[src/rtl/pipeline_ctrl_pkg.sv]
// pipeline_ctrl_pkg: shared definitions for the pipeline stall/flush controller.
//   - stall bus width and Stop/NoStop levels
//   - reset polarity, register bus width, zero word
//   - stall patterns (one per requesting stage, plus none/all)
//   - controller FSM state encoding
//   - encode_stall(): priority encoder, highest stage wins
package pipeline_ctrl_pkg;

  localparam int unsigned STALL_W    = 6;
  localparam int unsigned REG_W      = 32;

  localparam logic        STOP       = 1'b1;
  localparam logic        NO_STOP    = 1'b0;
  localparam logic        RST_ENABLE = 1'b1;

  localparam logic [REG_W-1:0]   ZERO_WORD = '0;

  localparam logic [STALL_W-1:0] STALL_NONE = 6'b000000;
  localparam logic [STALL_W-1:0] STALL_IF   = 6'b000011;
  localparam logic [STALL_W-1:0] STALL_ID   = 6'b000111;
  localparam logic [STALL_W-1:0] STALL_EX   = 6'b001111;
  localparam logic [STALL_W-1:0] STALL_MEM  = 6'b011111;
  localparam logic [STALL_W-1:0] STALL_ALL  = 6'b111111;

  typedef enum logic [1:0] {
    ST_IDLE    = 2'd0,
    ST_MC_BUSY = 2'd1,
    ST_FLUSH   = 2'd2
  } ctrl_state_e;

  function automatic logic [STALL_W-1:0] encode_stall(
    input logic req_mem,
    input logic req_ex,
    input logic req_id,
    input logic req_if
  );
    logic [STALL_W-1:0] pat;
    pat = STALL_NONE;
    if (req_mem)     pat = STALL_MEM;
    else if (req_ex) pat = STALL_EX;
    else if (req_id) pat = STALL_ID;
    else if (req_if) pat = STALL_IF;
    return pat;
  endfunction

endpackage

[src/rtl/pipeline_ctrl_mc_timer.sv]
// ctrl_mc_timer: load/decrement counter that times a multi-cycle EX op.
//   clk, rst   : clock, synchronous active-high reset
//   load       : load load_val (takes precedence over decrement)
//   load_val   : remaining cycles after the start cycle (N-1)
//   clear      : abort, counter to zero (takes precedence over load)
//   busy_o     : more than one cycle left (EX must keep stalling)
//   done_o     : final cycle of the op (result valid)
module ctrl_mc_timer
  import pipeline_ctrl_pkg::*;
#(
  parameter int unsigned CNT_W = 6
) (
  input  logic             clk,
  input  logic             rst,
  input  logic             load,
  input  logic [CNT_W-1:0] load_val,
  input  logic             clear,
  output logic             busy_o,
  output logic             done_o
);

  logic [CNT_W-1:0] cnt_q;

  always_ff @(posedge clk) begin
    if (rst == RST_ENABLE) begin
      cnt_q <= '0;
    end else if (clear) begin
      cnt_q <= '0;
    end else if (load) begin
      cnt_q <= load_val;
    end else if (cnt_q != '0) begin
      cnt_q <= cnt_q - CNT_W'(1);
    end
  end

  assign busy_o = (cnt_q > CNT_W'(1));
  assign done_o = (cnt_q == CNT_W'(1));

endmodule

[src/rtl/pipeline_ctrl.sv]
// pipeline_ctrl: central stall/flush controller for the six-stage pipeline.
//   clk, rst         : clock, synchronous active-high reset
//   stallreq_*_i     : stage stall requests (if, id, ex, mem)
//   mc_start_i       : first cycle of a multi-cycle EX op
//   mc_cycles_i      : total EX cycles N of that op
//   flush_req_i      : exception commit request from MEM
//   flush_pc_i       : redirect PC captured with the request
//   stall_o          : stall bus, bit0 PC .. bit5 WB, 1 = Stop
//   mc_done_o        : EX multi-cycle result valid this cycle
//   flush_o          : one-cycle clear of all stage registers
//   new_pc_o         : PC to load while flush_o is high
//   stall_timeout_o  : sticky lock-up flag (MAX_STALL stalled cycles)
module pipeline_ctrl
  import pipeline_ctrl_pkg::*;
#(
  parameter int unsigned MAX_STALL = 1023,
  parameter int unsigned CNT_W     = 6
) (
  input  logic               clk,
  input  logic               rst,
  input  logic               stallreq_if_i,
  input  logic               stallreq_id_i,
  input  logic               stallreq_ex_i,
  input  logic               stallreq_mem_i,
  input  logic               mc_start_i,
  input  logic [CNT_W-1:0]   mc_cycles_i,
  input  logic               flush_req_i,
  input  logic [REG_W-1:0]   flush_pc_i,
  output logic [STALL_W-1:0] stall_o,
  output logic               mc_done_o,
  output logic               flush_o,
  output logic [REG_W-1:0]   new_pc_o,
  output logic               stall_timeout_o
);

  localparam int unsigned    WD_W   = $clog2(MAX_STALL + 1);
  localparam logic [WD_W-1:0] WD_MAX = WD_W'(MAX_STALL);

  ctrl_state_e      state_q, state_d;
  logic             mc_long;
  logic             mc_stall, mc_done_c;
  logic             tmr_load, tmr_clear, tmr_busy, tmr_done;
  logic             capture;
  logic [REG_W-1:0] new_pc_q;
  logic [WD_W-1:0]  wd_q, wd_d;
  logic             timeout_q;
  logic             stall_any;

  assign mc_long = mc_start_i && (mc_cycles_i >= CNT_W'(2));

  ctrl_mc_timer #(.CNT_W(CNT_W)) u_mc_timer (
    .clk      (clk),
    .rst      (rst),
    .load     (tmr_load),
    .load_val (mc_cycles_i - CNT_W'(1)),
    .clear    (tmr_clear),
    .busy_o   (tmr_busy),
    .done_o   (tmr_done)
  );

  always_ff @(posedge clk) begin
    if (rst == RST_ENABLE) state_q <= ST_IDLE;
    else                   state_q <= state_d;
  end

  // The start cycle is visible combinationally (stall or one-cycle done)
  // even when a simultaneous flush discards the op.
  always_comb begin
    state_d   = state_q;
    mc_stall  = 1'b0;
    mc_done_c = 1'b0;
    tmr_load  = 1'b0;
    tmr_clear = 1'b0;
    capture   = 1'b0;
    case (state_q)
      ST_IDLE: begin
        mc_stall  = mc_long;
        mc_done_c = mc_start_i && !mc_long;
        if (flush_req_i) begin
          capture = 1'b1;
          state_d = ST_FLUSH;
        end else if (mc_long) begin
          tmr_load = 1'b1;
          state_d  = ST_MC_BUSY;
        end
      end
      ST_MC_BUSY: begin
        mc_stall  = tmr_busy;
        mc_done_c = tmr_done;
        if (flush_req_i) begin
          capture   = 1'b1;
          tmr_clear = 1'b1;
          state_d   = ST_FLUSH;
        end else if (tmr_done) begin
          state_d = ST_IDLE;
        end
      end
      ST_FLUSH: begin
        state_d = ST_IDLE;
      end
      default: begin
        state_d = ST_IDLE;
      end
    endcase
  end

  always_comb begin
    stall_o = STALL_NONE;
    if ((rst != RST_ENABLE) && (state_q != ST_FLUSH)) begin
      stall_o = encode_stall(stallreq_mem_i, stallreq_ex_i || mc_stall,
                             stallreq_id_i, stallreq_if_i);
    end
  end

  assign mc_done_o = mc_done_c && (rst != RST_ENABLE);
  assign flush_o   = (state_q == ST_FLUSH);
  assign new_pc_o  = new_pc_q;

  always_ff @(posedge clk) begin
    if (rst == RST_ENABLE) new_pc_q <= ZERO_WORD;
    else if (capture)      new_pc_q <= flush_pc_i;
  end

  // Every non-empty stall pattern stops the PC, so bit0 flags "stalled".
  assign stall_any = (stall_o[0] == STOP);

  always_comb begin
    wd_d = '0;
    if (stall_any && !flush_o) begin
      wd_d = (wd_q == WD_MAX) ? wd_q : wd_q + WD_W'(1);
    end
  end

  always_ff @(posedge clk) begin
    if (rst == RST_ENABLE) begin
      wd_q      <= '0;
      timeout_q <= 1'b0;
    end else begin
      wd_q      <= wd_d;
      timeout_q <= timeout_q || (wd_d == WD_MAX);
    end
  end

  assign stall_timeout_o = timeout_q;

endmodule
[config.mk]
export PLATFORM = sky130hd
export DESIGN_NAME = pipeline_ctrl
export DESIGN_NICKNAME = d
export VERILOG_FILES = /design/src/rtl/pipeline_ctrl_pkg.sv /design/src/rtl/pipeline_ctrl_mc_timer.sv /design/src/rtl/pipeline_ctrl.sv
export SDC_FILE = /design/constraint.sdc
export NUM_CORES = 1
export LEC_CHECK = 0
export ABC_CLOCK_PERIOD_IN_PS = 3100
export CORE_AREA = 10 10 82 84
export DETAILED_ROUTE_END_ITERATION = 16
export DIE_AREA = 0 0 92 94
export PLACE_DENSITY = 0.83
export SLEW_MARGIN = 20
export SYNTH_ARGS = -nofsm -noshare
export SYNTH_HDL_FRONTEND = slang
export SYNTH_SLANG_ARGS = --single-unit
[constraint.sdc]
create_clock -name clk -period 3.1 [get_ports clk]
set_input_delay 0.31 -clock clk [delete_from_list [all_inputs] [get_ports clk]]
set_output_delay 0.31 -clock clk [all_outputs]
set_load 0.005 [all_outputs]
### Word-level counts from Yosys, hierarchy flattened

Cells that the tools add are included.

| cells by class | value |
|---|---|
| add/subtract/negate cells | 3 |
| magnitude comparators | 2 |
| equality and inequality tests | 8 |
| muxes and demuxes | 22 |
| bitwise operators | 1 |
| reductions and logical operators | 15 |

Operator list:

| cell | number |
|---|---|
| $eq 10x10->1 const B | 2 |
| $mux 10 | 2 |
| $mux 6 | 2 |
| $sub 6x1->6 const B | 2 |
| $add 10x1->10 const B | 1 |
| $mux 2 | 5 |
| $mux 5 | 2 |
| $eq 6x1->1 const B | 1 |
| $ge 6x2->1 const B | 1 |
| $gt 6x1->1 const B | 1 |
| $mux 1 | 6 |
| $ne 3x3->1 const B | 2 |
| $reduce_bool 6->1 | 1 |
| $logic_and 1x1->1 | 5 |
| $mux 4 | 1 |
| $pmux 1 s2 | 2 |
| $pmux 2 s2 | 1 |
| $reduce_or 2->1 | 2 |
| $mux 3 | 1 |
| $eq 2x1->1 const B | 1 |
| $eq 2x2->1 const B | 1 |
| $logic_not 1->1 | 2 |
| $logic_not 2->1 | 1 |
| $logic_or 1x1->1 | 2 |
| 4 further kinds | 4 |

| storage, ports and cells | value |
|---|---|
| flip-flop bits (word level) | 51 |
| input bits | 46 |
| output and inout bits | 41 |
| logic and storage cells | 56 |

### Longest topological paths before layout

| logic depth | value |
|---|---|
| depth after elaboration | 11 |
| gate-level depth with buffers | 8 |
| mapped depth without buffers | 7 |

### By module

From an unflattened synthesis, not the netlist that was laid out.

| second synthesis, totals | value |
|---|---|
| cell total of the unflattened synthesis | 316 |
| area, all modules | 2453.6 um^2 |

By module, submodules not included:

| module | times used | cells each | area an instance (um^2) | sequential area each (um^2) |
|---|---|---|---|---|
| pipeline_ctrl | 1 | 271 | 2067.0 | 900.9 |
| ctrl_mc_timer | 1 | 45 | 386.6 | 120.1 |

### Worst setup path before layout

No wires, ideal clock.

| timing path | value |
|---|---|
| path type | in2out |
| from | input mc_cycles_i[0] |
| to | output stall_o[1] |
| arrival time | 1810 ps |
| data required time | 2790 ps |
| path slack | 980 ps |
| stages on the path | 8 |
| cell sequence | inv_1 -> ha_1 -> nor4_2 -> a22oi_2 -> o41ai_2 -> buf_2 -> inv_1 -> buf_4 |

| between the ends | value |
|---|---|
| cells in the longest elaborated chain, start to end | 7 |

RTL lines:

| what | line | source |
|---|---|---|
| start, declared | pipeline_ctrl.sv:26 | `input logic [CNT_W-1:0] mc_cycles_i,` |
| $ge 6x2->1 | pipeline_ctrl.sv:49 | `assign mc_long = mc_start_i && (mc_cycles_i >= CNT_W'(2));` |
| $logic_and 1x1->1 | pipeline_ctrl.sv:49 |  |
| $pmux 1 s2 | pipeline_ctrl.sv:75 | `case (state_q)` |
| $logic_or 1x1->1 | pipeline_ctrl.sv:110 | `stall_o = encode_stall(stallreq_mem_i, stallreq_ex_i \|\| mc_stall,` |
| $mux 4 | pipeline_ctrl_pkg.sv:40 | `else if (req_ex) pat = STALL_EX;` |
| $mux 5 | pipeline_ctrl_pkg.sv:39 | `if (req_mem) pat = STALL_MEM;` |
| $mux 5 | pipeline_ctrl.sv:109 | `if ((rst != RST_ENABLE) && (state_q != ST_FLUSH)) begin` |
| end, declared | pipeline_ctrl.sv:29 | `output logic [STALL_W-1:0] stall_o,` |

Every way passes these cells.

### Worst setup path in the final report

Ends and elaborated chain as after synthesis.

==> qor.log <==
INFO  cells_and_area drive_gt1_share=6.86%
INFO  clocking       holdBufCountCts=0
INFO  timing         share_of_the_clock_period_used_by_the_worst_path_after_layout=94.0%
INFO  power          vdd_ir_drop_max=300µV
INFO  setup_path     r2r_start=u_mc_timer.cnt_q[0]
INFO  drt            wirelength=6.49mm
INFO  clocking       cts.path.max_buffers=2
INFO  synthesis      post_synth_num_cell_types=46
INFO  cells_and_area antenna-diode-count=0
INFO  synthesis      syn_area=2370µm²
INFO  clocking       num_clock_sinks=51
INFO  timing         final-setup-viol-count=0
INFO  floorplanning  die_height=94µm
INFO  worst_hold_path hold_path_class=register to register
INFO  run            cap_viol_max_count=0
INFO  cells_and_area area_delta_synth_final=42.6%
INFO  floorplanning  coreArea=5070µm²
INFO  run_status     run_status=finished clean
INFO  setup_path     worst-r2r-cell-count=8
INFO  clocking       cts_tree=yes
INFO  global_route   grt_antenna_before_repair=0
INFO  global_route   grt_max_degree=39
INFO  setup_path     end_kind=output port
INFO  clocking       clkLatencyLatePin=300ps
INFO  clocking       post_cts.resized_instances=0
INFO  cells_and_area seqCellArea=1020µm²
INFO  synthesis      syn-mean-instance-area=7.96µm²
INFO  cells_and_area fin_nets=429
INFO  setup_path     rrSetupSlack=1070ps
INFO  timing         highest_clock_rate=343MHz
INFO  global_route   grt_util_all_layers=15.1%
INFO  cells_and_area multi_input_area=1250µm²
INFO  timing         finClkSkew=4.76ps
INFO  timing         timing.setup.tns=0ps
INFO  timing         min_period=2920ps
INFO  timing         fin_hold_ws=455ps
INFO  global_route   first_pass_grt_wire_length=10.8mm
INFO  cells_and_area nFillCells=436
INFO  worst_hold_path whs_path_depth=2
INFO  setup_path     r2r-end=stall_timeout_o
INFO  placed_design  preCtsSetupSlack=150ps
INFO  setup_path     worst-path-max-fanout=3
INFO  synthesis      synth_nets=349
INFO  synthesis      synthesized_instance_count=298
INFO  drt            first_iter_violations=148
INFO  drt            drc=0
INFO  floorplanning  dieArea=8650µm²
INFO  clocking       setup_buffers_after_cts=0
INFO  clocking       cts_buffers=5
INFO  floorplanning  initial_standard_cell_utilization_of_the_core=46.8%
INFO  timing         worst_slew_pin_slew=801ps
INFO  clocking       htree_levels=2
INFO  setup_path     worstSetupStartpointType=primary input
INFO  setup_path     cp_class=primary input to output port
INFO  setup_path     cp_data_required_time=2790ps
INFO  synthesis      ys.warnings.count=0
INFO  global_route   grt_pass1_vias=2,313
INFO  placed_design  place_congestion=0.856
INFO  power          p_leak=0.00126µW
INFO  drt            drt-vias-per-instance=5.10
INFO  drt            detail_route.first_pass.iterations=4
INFO  power          power-per-cell-area=493nW/µm²
INFO  floorplanning  die_w=92µm
INFO  synthesis      yosys_register_bits=51
INFO  drt            routed_length_per_instance=14.4µm
INFO  setup_path     worstPathArrival=2610ps
INFO  drt            drtAntennaViolNets=0
INFO  timing         worst_slack=185ps
INFO  floorplanning  num_rows=26
INFO  timing         slew_viol_final=0
INFO  timing         slew_headroom=46.0%
INFO  placed_design  port-buffer-count=85
INFO  global_route   grt-ovfl-total=0
INFO  clocking       worst_setup_hold_path_clk_slew=90ps
INFO  timing         grt_setup_unrepaired=no
INFO  floorplanning  io_pins=87
INFO  timing         hold_violations=0
INFO  drt            detailroute.via_count=2,288
INFO  clocking       clock-root-buffer=sky130_fd_sc_hd__clkbuf_8
INFO  synthesis      synth_seq_area_share=43.0%
INFO  placed_design  dp_hpwl=4.94mm
INFO  cells_and_area finish.utilization=66.7%
INFO  worst_hold_path hold-path-endpoint=new_pc_o[2]
INFO  worst_hold_path timing.hold.worst.start=new_pc_o[2]
[sequential cells by signal, indices dropped and copies added (netlist names)]
signal	count
wd_q	10
stall_timeout_o	1
u_mc_timer.cnt_q	6
state_q	2
new_pc_o	32
[logic make-up after synthesis]
kind of cell               after synthesis  share of synthesized area [%]
and+or+nand+nor                        137                           27.6
AOI/OAI and AO/OA                       64                           16.6
DFF                                     51                           43.0
buffers and inverters                   26                           4.64
xor gates and xnor gates                11                           4.06
adders and majority gates                5                           2.64
muxes                                    3                           1.27
other                                    1                          0.158
[Yosys cell counts, drive strengths merged]
cell type | number | area (µm²)
and2 | 4 | 25.0
nor3b | 1 | 12.5
or3b | 2 | 17.5
nand4 | 2 | 27.5
inv | 9 | 33.8
o21a | 1 | 7.51
nor4 | 4 | 31.3
nor2b | 3 | 18.8
nand2 | 72 | 270
a311oi | 2 | 23.8
a211o | 1 | 8.76
dfxtp | 51 | 1020
a32o | 2 | 20.0
nand2b | 5 | 31.3
or3 | 2 | 12.5
nor3 | 6 | 35.0
a21oi | 39 | 195
xnor2 | 8 | 70.1
or2 | 1 | 6.26
or4 | 2 | 15.0
nand3 | 4 | 20.0
and3 | 3 | 23.8
nand3b | 1 | 7.51
a211oi | 5 | 42.5
a31oi | 1 | 6.26
o21ai | 9 | 45.0
o41ai | 1 | 16.3
conb | 1 | 3.75
a22oi | 2 | 20.0
ha | 5 | 62.6
nor2 | 24 | 90.1
xor2 | 3 | 26.3
clkbuf | 13 | 48.8
buf | 4 | 27.5
and4 | 1 | 11.3
o31a | 1 | 8.76
mux2i | 3 | 30.0
[per-layer routing]
layer | routed length (µm) | track usage [%] | vias to the layer above
li1 | - | - | 1163
met1 | 2720 | 16.5 | 1047
met2 | 3060 | 25.4 | 70
met3 | 623 | 6.16 | 8
met4 | 88 | 6.30 | 0
met5 | 0 | 0 | -
[critical path, cell delays in order]
cell                              delay [ps]
sky130_fd_sc_hd__clkdlybuf4s50_1         480
sky130_fd_sc_hd__inv_1                    80
sky130_fd_sc_hd__ha_1                    200
sky130_fd_sc_hd__nor4_2                  430
sky130_fd_sc_hd__a22oi_2                 140
sky130_fd_sc_hd__o41ai_2                 400
sky130_fd_sc_hd__inv_1                   100
sky130_fd_sc_hd__clkdlybuf4s50_1         460
[placed cells by master, fill, tap and decap left out, types with 5 or more instances in the layout]
cell type                          n
sky130_fd_sc_hd__buf_4             5
sky130_fd_sc_hd__nand2_1          72
sky130_fd_sc_hd__inv_1             9
sky130_fd_sc_hd__xnor2_1           8
sky130_fd_sc_hd__ha_1              5
sky130_fd_sc_hd__nand2b_1          5
sky130_fd_sc_hd__dfxtp_1          51
sky130_fd_sc_hd__nor2_1           24
sky130_fd_sc_hd__clkbuf_8          7
sky130_fd_sc_hd__o21ai_0           9
sky130_fd_sc_hd__a21oi_1          39
sky130_fd_sc_hd__clkdlybuf4s50_1  85
sky130_fd_sc_hd__nor3_1            5
[worst max path at each step]
| stage | start | cells after the start | slack [ps] | endpoint |
|---|---|---|---|---|
| floorplan | mc_cycles_i[0] | 8 | 980 | stall_o[1] |
| global placement | mc_cycles_i[0] | 8 | 250 | stall_o[1] |
| detailed placement | mc_cycles_i[0] | 8 | 150 | stall_o[1] |
| CTS | mc_cycles_i[0] | 8 | 150 | stall_o[1] |
| global route | mc_cycles_i[0] | 8 | 90 | stall_o[0] |
| finish | mc_cycles_i[0] | 8 | 180 | stall_o[1] |
[power breakdown]
group | internal (µW) | switching (µW)
sequential | 716 | 52.9
combinational | 254 | 223
clock | 203 | 220
total | 1170 | 495
[final cells by class]
cell class                 instances  share of cell area, %
clock buffer                       7                   2.85
clock inverter                     1                  0.222
inverter                           9                  0.998
multi-input combinational        221                   36.9
sequential                        51                   30.2
tap                               70                   2.59
timing repair buffer              90                   26.2
[through the flow]
stage | cells | area (µm²) | total power [µW]
after global routing | 449 | 3380 | 1780
after CTS | 449 | 3380 | 1680
after detailed placement | 441 | 3280 | 1260
after floorplan | 298 | 2370 | 1070
after global placement | 441 | 3280 | 1240
final | 449 | 3380 | 1670
Power figures use the tool's default switching activity.
